===== src/rtl/mc_ctrl.sv =====
// mc_ctrl -- multicycle control unit for the ARM-subset processor.
//
// Sequences each instruction through FETCH, DECODE and then the memory,
// data-processing or branch path, one state per clock. Holds the NZCV flag
// register and gates every instruction with a condition check against it.
//
// Ports
//   clk        : clock, all state changes on the rising edge
//   reset      : asynchronous active-high reset
//   Cond       : instruction condition field [31:28]
//   Op         : instruction class [27:26]
//   Funct      : instruction bits [25:20] (I, cmd[3:0], S/L)
//   Rd         : destination register [15:12]
//   ALUFlags   : {N,Z,C,V} produced by the ALU this cycle
//   PCWrite, MemWrite, RegWrite, IRWrite : datapath write enables
//   AdrSrc     : memory address select (0 PC, 1 ALUOut)
//   ALUSrcA    : 00 Rn, 01 PC, 10 ALUOut
//   ALUSrcB    : 00 Rm, 01 ExtImm, 10 constant 4
//   ResultSrc  : 00 ALUOut, 01 read data, 10 ALU result
//   ImmSrc     : immediate extension select, follows Op
//   RegSrc     : register-file read address selects
//   ALUControl : 00 ADD, 01 SUB, 10 AND, 11 ORR
//   Flags      : stored {N,Z,C,V}
module mc_ctrl (
  input  logic       clk,
  input  logic       reset,
  input  logic [3:0] Cond,
  input  logic [1:0] Op,
  input  logic [5:0] Funct,
  input  logic [3:0] Rd,
  input  logic [3:0] ALUFlags,
  output logic       PCWrite,
  output logic       MemWrite,
  output logic       RegWrite,
  output logic       IRWrite,
  output logic       AdrSrc,
  output logic [1:0] ALUSrcA,
  output logic [1:0] ALUSrcB,
  output logic [1:0] ResultSrc,
  output logic [1:0] ImmSrc,
  output logic [1:0] RegSrc,
  output logic [1:0] ALUControl,
  output logic [3:0] Flags
);

  typedef enum logic [3:0] {
    FETCH, DECODE, MEMADR, MEMRD, MEMWB, MEMWR, EXECR, EXECI, ALUWB, BRANCH
  } ctrlState;

  ctrlState   state;
  ctrlState   nextState;
  logic       condEx;
  logic       cmdSupported;
  logic [1:0] aluDecoded;
  logic       inExec;
  logic       pcWriteRaw;
  logic       memWriteRaw;
  logic       regWriteRaw;
  logic       irWriteRaw;

  // Condition check: decides from the stored flags whether the instruction
  // currently in the IR is allowed to do anything at all. Code 1111 is the
  // "never" condition in this subset, so it falls through to the default.
  always_comb begin
    condEx = 1'b0;
    case (Cond)
      4'b0000: condEx = Flags[2];
      4'b0001: condEx = ~Flags[2];
      4'b0010: condEx = Flags[1];
      4'b0011: condEx = ~Flags[1];
      4'b0100: condEx = Flags[3];
      4'b0101: condEx = ~Flags[3];
      4'b0110: condEx = Flags[0];
      4'b0111: condEx = ~Flags[0];
      4'b1000: condEx = Flags[1] & ~Flags[2];
      4'b1001: condEx = ~Flags[1] | Flags[2];
      4'b1010: condEx = (Flags[3] == Flags[0]);
      4'b1011: condEx = (Flags[3] != Flags[0]);
      4'b1100: condEx = ~Flags[2] & (Flags[3] == Flags[0]);
      4'b1101: condEx = Flags[2] | (Flags[3] != Flags[0]);
      4'b1110: condEx = 1'b1;
      default: condEx = 1'b0;
    endcase
  end

  // Data-processing command decode. Unknown commands still run through the
  // EXEC/ALUWB states so cycle counts stay fixed, but they must not touch the
  // register file or the flags, so cmdSupported is used to squash those.
  always_comb begin
    aluDecoded   = 2'b00;
    cmdSupported = 1'b1;
    case (Funct[4:1])
      4'b0100: aluDecoded = 2'b00;
      4'b0010: aluDecoded = 2'b01;
      4'b0000: aluDecoded = 2'b10;
      4'b1100: aluDecoded = 2'b11;
      default: begin
        aluDecoded   = 2'b00;
        cmdSupported = 1'b0;
      end
    endcase
  end

  assign inExec = (state == EXECR) || (state == EXECI);

  // State register. Reset lands directly in FETCH so that the first edge
  // after release completes an instruction fetch.
  always_ff @(posedge clk or posedge reset) begin
    if (reset) state <= FETCH;
    else       state <= nextState;
  end

  // Flag register. Loaded on the edge that leaves EXEC, so the flags become
  // visible from the ALUWB cycle on and therefore only to later instructions.
  // Logical ops keep the old carry and overflow.
  always_ff @(posedge clk or posedge reset) begin
    if (reset) begin
      Flags <= 4'b0000;
    end else if (inExec && Funct[0] && cmdSupported) begin
      Flags[3:2] <= ALUFlags[3:2];
      if (!aluDecoded[1]) Flags[1:0] <= ALUFlags[1:0];
    end
  end

  // Next-state and Moore output decode. Every output gets a neutral default
  // first; each state only lists what it actually drives. Write enables are
  // produced as raw values here and gated with reset further down.
  always_comb begin
    nextState   = state;
    pcWriteRaw  = 1'b0;
    memWriteRaw = 1'b0;
    regWriteRaw = 1'b0;
    irWriteRaw  = 1'b0;
    AdrSrc      = 1'b0;
    ALUSrcA     = 2'b00;
    ALUSrcB     = 2'b00;
    ResultSrc   = 2'b00;
    ALUControl  = 2'b00;
    case (state)
      FETCH: begin
        irWriteRaw = 1'b1;
        pcWriteRaw = 1'b1;
        ALUSrcA    = 2'b01;
        ALUSrcB    = 2'b10;
        ResultSrc  = 2'b10;
        nextState  = DECODE;
      end
      DECODE: begin
        ALUSrcA   = 2'b01;
        ALUSrcB   = 2'b10;
        ResultSrc = 2'b10;
        if (!condEx)          nextState = FETCH;
        else if (Op == 2'b01) nextState = MEMADR;
        else if (Op == 2'b00) nextState = Funct[5] ? EXECI : EXECR;
        else if (Op == 2'b10) nextState = BRANCH;
        else                  nextState = FETCH;
      end
      MEMADR: begin
        ALUSrcB   = 2'b01;
        nextState = Funct[0] ? MEMRD : MEMWR;
      end
      MEMRD: begin
        AdrSrc    = 1'b1;
        nextState = MEMWB;
      end
      MEMWB: begin
        ResultSrc   = 2'b01;
        regWriteRaw = 1'b1;
        pcWriteRaw  = (Rd == 4'hF);
        nextState   = FETCH;
      end
      MEMWR: begin
        AdrSrc      = 1'b1;
        memWriteRaw = 1'b1;
        nextState   = FETCH;
      end
      EXECR: begin
        ALUControl = aluDecoded;
        nextState  = ALUWB;
      end
      EXECI: begin
        ALUSrcB    = 2'b01;
        ALUControl = aluDecoded;
        nextState  = ALUWB;
      end
      ALUWB: begin
        regWriteRaw = cmdSupported;
        pcWriteRaw  = cmdSupported && (Rd == 4'hF);
        nextState   = FETCH;
      end
      BRANCH: begin
        ALUSrcA    = 2'b10;
        ALUSrcB    = 2'b01;
        ResultSrc  = 2'b10;
        pcWriteRaw = 1'b1;
        nextState  = FETCH;
      end
      default: nextState = FETCH;
    endcase
  end

  // While reset is held the state already reads FETCH, which would otherwise
  // raise IRWrite and PCWrite; all write enables are held low until release.
  assign PCWrite  = pcWriteRaw  & ~reset;
  assign MemWrite = memWriteRaw & ~reset;
  assign RegWrite = regWriteRaw & ~reset;
  assign IRWrite  = irWriteRaw  & ~reset;

  // Instruction-dependent selects that follow the IR rather than the state.
  assign ImmSrc = Op;
  assign RegSrc = {(Op == 2'b01), (Op == 2'b10)};

endmodule


===== config.mk =====
export PLATFORM = sky130hd
export DESIGN_NAME = mc_ctrl
export DESIGN_NICKNAME = d
export VERILOG_FILES = /design/src/rtl/mc_ctrl.sv
export SDC_FILE = /design/constraint.sdc
export NUM_CORES = 1
export LEC_CHECK = 0
export ABC_AREA = 1
export CAP_MARGIN = 20
export CORE_MARGIN = 3
export CORE_UTILIZATION = 38
export DETAILED_ROUTE_END_ITERATION = 10
export GPL_TIMING_DRIVEN = 0
export PLACE_DENSITY_LB_ADDON = 0.1
export SKIP_LAST_GASP = 1
export SLEW_MARGIN = 20
export SYNTH_ARGS = -nofsm -noshare
export SYNTH_HDL_FRONTEND = slang
export SYNTH_SLANG_ARGS = --single-unit

===== constraint.sdc =====
create_clock -name clk -period 1.6 [get_ports clk]
set_input_delay 0.4 -clock clk [delete_from_list [all_inputs] [get_ports clk]]
set_output_delay 0.4 -clock clk [all_outputs]
set_load 0.02 [all_outputs]

# After elaboration in Yosys (flattened, before gate mapping)
# Index checks and enable logic that the tools add are counted.
[word_totals]
word_cells = 83
out_inout_bits = 21
reg_bits = 8
[classes]
muxes = 19
reduce_logical = 16
eq_ne = 31
bitwise_logic = 14
[ops]
columns = ["operator", "n"]
rows = [
  ["$eq A4 B4 Y1 const B", 11],
  ["$eq A4 B3 Y1 const B", 9],
  ["$eq A4 B2 Y1 const B", 5],
  ["$pmux W4 S5", 1],
  ["$mux W4", 4],
  ["$pmux W1 S15", 1],
  ["$logic_not A4 Y1", 3],
  ["$pmux W2 S2", 3],
  ["$eq A4 B1 Y1 const B", 2],
  ["$reduce_or A2 Y1", 4],
  ["$and A1 B1 Y1", 6],
  ["$not A1 Y1", 6],
  ["$pmux W2 S3", 1],
  ["$reduce_or A3 Y1", 2],
  ["$mux W1", 5],
  ["$reduce_or A4 Y1", 1],
  ["$logic_and A1 B1 Y1", 3],
  ["$mux W3", 1],
  ["$pmux W1 S3", 1],
  ["$eq A2 B1 Y1 const B", 1],
  ["$eq A2 B2 Y1 const B", 1],
  ["$logic_not A2 Y1", 1],
  ["$mux W2", 1],
  ["$or A1 B1 Y1", 2],
  ["5 further kinds", 5],
]

# Logic depth before layout (Yosys ltp)
[logic_depth]
ltp_word = 6
depth_mapped = 10
mapped_depth_nobuf = 10

# Least setup slack after synthesis
# Ideal clock, no wire load.
[synth_path]
path_type = "flip-flop to output port"
startpoint = "register state[1]"
endpoint = "output port PCWrite"
path_slack_ns = -0.128
n_path_buf = 0
path_stages_with_launch = 8
t_arrival_ns = 1.328
path_cell_list = "dfrtp_1 inv_1 nand2_1 nor2_1 a21oi_1 o21ai_1 nand2_1 inv_1"
[synth_via]
elab_chain_cells = 4
elab_cells_between_ends = 7
[synth_lines]
columns = ["element", "line_no", "source"]
rows = [
  ["start: declaration", "50", "ctrlState state;"],
  ["start signal: assignment", "110", "else state <= nextState;"],
  ["$eq A4 B4 Y1 or $logic_not A4 Y1 (tied branches)", "139", "case (state)"],
  ["$reduce_or A2 Y1 (no line)", "n/a", ""],
  ["$pmux W1 S3 (*)", "139", ""],
  ["$and A1 B1 Y1 (*)", "204", "assign PCWrite = pcWriteRaw & ~reset;"],
  ["end: declaration", "32", "output logic PCWrite,"],
]
# Mark *: on every way between the ends. The rest lies on a longest branch, timed or not.

# Worst setup path in the final report
[layout_path]
startpoint = "register state[2]"
endpoint = "output port PCWrite"
# Same word-level chain as after synthesis.

==> results_dict.tcl <==
set metrics [dict create \
    violations "setup timing" \
    yosysSeqAreaShare 0.256 \
    grt_pass1_vias 947 \
    cp-start-kind "register" \
    p_per_area_nw_per_um2 1180 \
    slowest_delay_ns 0.40 \
    wl_per_cell_um 11.1 \
    drc 0 \
    num_rows 15 \
    cp_data_required_time_ns 1.20 \
    die_h_um 51.4 \
    vias 1049 \
    fin_cells 215 \
    grt_max_degree 10 \
    status "finished with violations" \
    synth-seq-cells 8 \
    drive_above_1_share 0.289 \
    die_x_um 51.4 \
    clock_sinks 8 \
    fin_crit_sh 1.16 \
    worst_slew_pin_slew_ns 0.322 \
    tritoncts "built" \
    synthesis.nets 162 \
    route.met3.wl_um 147 \
    cts_hold_buf 0 \
    fmax_ghz 0.539 \
    max-cap-violations 0 \
    clock_latency_ns 0.25 \
    ys_warn_count 0 \
    power_uw 1540 \
    area_growth_pct 67.5 \
    ant_nets 0 \
    gp_congestion 0.830 \
    min-delay-path-class "primary input to asynchronous set/reset pin" \
    place_worst_setup_slack_ns -0.893 \
    fin_skew_ns 0.00205 \
    io_buffers 41 \
    rsz0062_at_grt "true" \
    hpwl_um 1920 \
    ctsLongestPathBuffers 2 \
    path_cells "or2_4, nor2_4, a31oi_1, o21ai_1, nand2_1, inv_1, buf_6" \
    overflow 0 \
    routed.top_layer "met4" \
    cts-root-buf "clkbuf_4" \
    core_area_um2 1840 \
    setup_viol 10 \
    clk_pin_slew_worst_paths_ns 0.05 \
    io_pins 43 \
    finalCriticalPeriod_ns 1.86 \
    syn_area_per_cell_um2 5.59 \
    crit_fanout 3 \
    grt_usage 0.198 \
    final_area_um2 1310 \
    criticalPathCategory "register to output port" \
    grt_first_pass_wirelength_um 3920 \
    dr_wl_met2_um 1240 \
    finalWirelength_um 2390 \
    synth_area_um2 782 \
    htree_levels 1 \
    worst_slack_ns -0.256 \
    grt_antenna_before_repair 0 \
    ir_drop_mv 0.671 \
    drtPass1Iterations 4 \
    cpMaxStageDelayCell "dfrtp_1" \
    leakagePower_uw 0.000708 \
    cts-buffers-inserted 3 \
    ys_types 23 \
    worst_setup_path_end_kind "output port" \
    post_dp_cell_area_um2 1240 \
    slew_headroom 0.785 \
    num_antenna_cells 0 \
    tns_ns -1.17 \
    synthCells 140 \
    wl_met1_um 993 \
    drv_slew 0 \
    final.fill_count 191 \
    via_per_inst 4.88 \
    final_hold_viol_count 0 \
    placed_cells 206 \
    final_nets 214 \
    fp.dieArea_um2 2640 \
    initial_core_util 0.425 \
    arrival_ns 1.46 \
    first_iter_violations 26 \
]
-- flip-flops by register name, summed over array words and instances, names as in the netlist --
| name | count |
|---|---|
| Flags | 4 |
| state | 4 |
-- repair_timing --
action                                  CTS  global route
pin swaps                                 5             4
setup buffers                             5             1
gates cloned                              0             0
endpoints found under the setup margin   21            16
resized for setup                        99            11
-- final cells by class --
cell class,count,area [um^2],share of cell area
clock buffer,3,22.5,0.0172
tap,25,31.3,0.0239
inverter,23,88.8,0.0678
sequential,8,201,0.154
buffer,3,20.0,0.0153
timing repair buffer,47,412,0.314
multi-input combinational,106,534,0.408
-- cell usage after synthesis, drive strengths merged --
| library cell | instances | area (um^2) |
|---|---|---|
| a21oi | 7 | 38.8 |
| a31oi | 1 | 6.26 |
| buf | 3 | 20.0 |
| dfrtp | 8 | 200 |
| inv | 23 | 86.3 |
| nand2 | 43 | 164 |
| nand3 | 18 | 95.1 |
| nand4 | 1 | 6.26 |
| nor2 | 25 | 104 |
| nor3 | 2 | 10.0 |
| o21ai | 5 | 25.0 |
| o22ai | 1 | 6.26 |
| o31ai | 1 | 7.51 |
| or2 | 2 | 12.5 |
-- worst max-delay path: cells and delay by family, from the launching register on --
| family | cells | cell delay, ns |
|---|---|---|
| AND/OR/NAND/NOR | 3 | 0.48 |
| flip-flops | 1 | 0.40 |
| buffers and inverters | 2 | 0.18 |
| AO/OA/AOI/OAI | 2 | 0.14 |
-- placed cells by master, fill, tap and decap left out, types with 2 or more instances in the layout --
master,n
dlymetal6s2s_1,3
nor2_4,5
dlygate4sd2_1,12
clkdlybuf4s50_1,11
o21ai_0,3
dfrtp_1,7
nand2_1,39
nor2_2,7
inv_1,17
nor3_1,2
buf_6,2
nand2_2,4
o21ai_1,2
clkbuf_4,3
a21oi_2,2
buf_2,5
nor2_1,13
buf_4,16
inv_2,5
nand3_1,17
a21oi_1,5
-- where the power goes --
part	internal, uW	switching, uW	leakage, uW
clock network	85.6	64.8	0.0000138
logic	422	636	0.000605
registers	263	67.3	0.0000889
total	771	768	0.000708
-- per-stage QoR --
step	hold WS, ns	util
6_report	0.492	0.712
5_1_grt	0.525	0.712
3_3_place_gp	0.533	0.672
3_5_place_dp	0.550	0.672
2_1_floorplan	0.224	-
4_1_cts	0.495	0.697
-- cells by family after synthesis --
family | count (synthesis) | share of synthesized area
buf+inv | 26 | 0.136
simple gates | 91 | 0.501
compound gates | 15 | 0.107
flops | 8 | 0.256
-- final timing paths --
| kind | cells after the start | endpoint | from | slack (ns) |
|---|---|---|---|---|
| max in group asynchronous | 2 | state[1]$_DFF_PP0_ | reset | 0.85 |
| min in group clk | 2 | state[2]$_DFF_PP0_ | state[0]$_DFF_PP0_ | 0.58 |
| worst max register to register | 10 | state[2]$_DFF_PP0_ | Flags[3]$_DFFE_PP0P_ | 0.31 |
| worst min register to register | 2 | state[2]$_DFF_PP0_ | state[0]$_DFF_PP0_ | 0.58 |
| worst min-delay path | 2 | state[2]$_DFF_PP0_ | reset | 0.49 |
| worst max-delay path | 7 | PCWrite | state[2]$_DFF_PP0_ | -0.26 |
-- routing by layer --
metal	global-route usage	vias to the layer above
li1	-	540
met1	0.232	471
met2	0.356	36
met3	0.0379	2
met4	0.0655	0
met5	0	-
(Power assumes the default switching activity.)
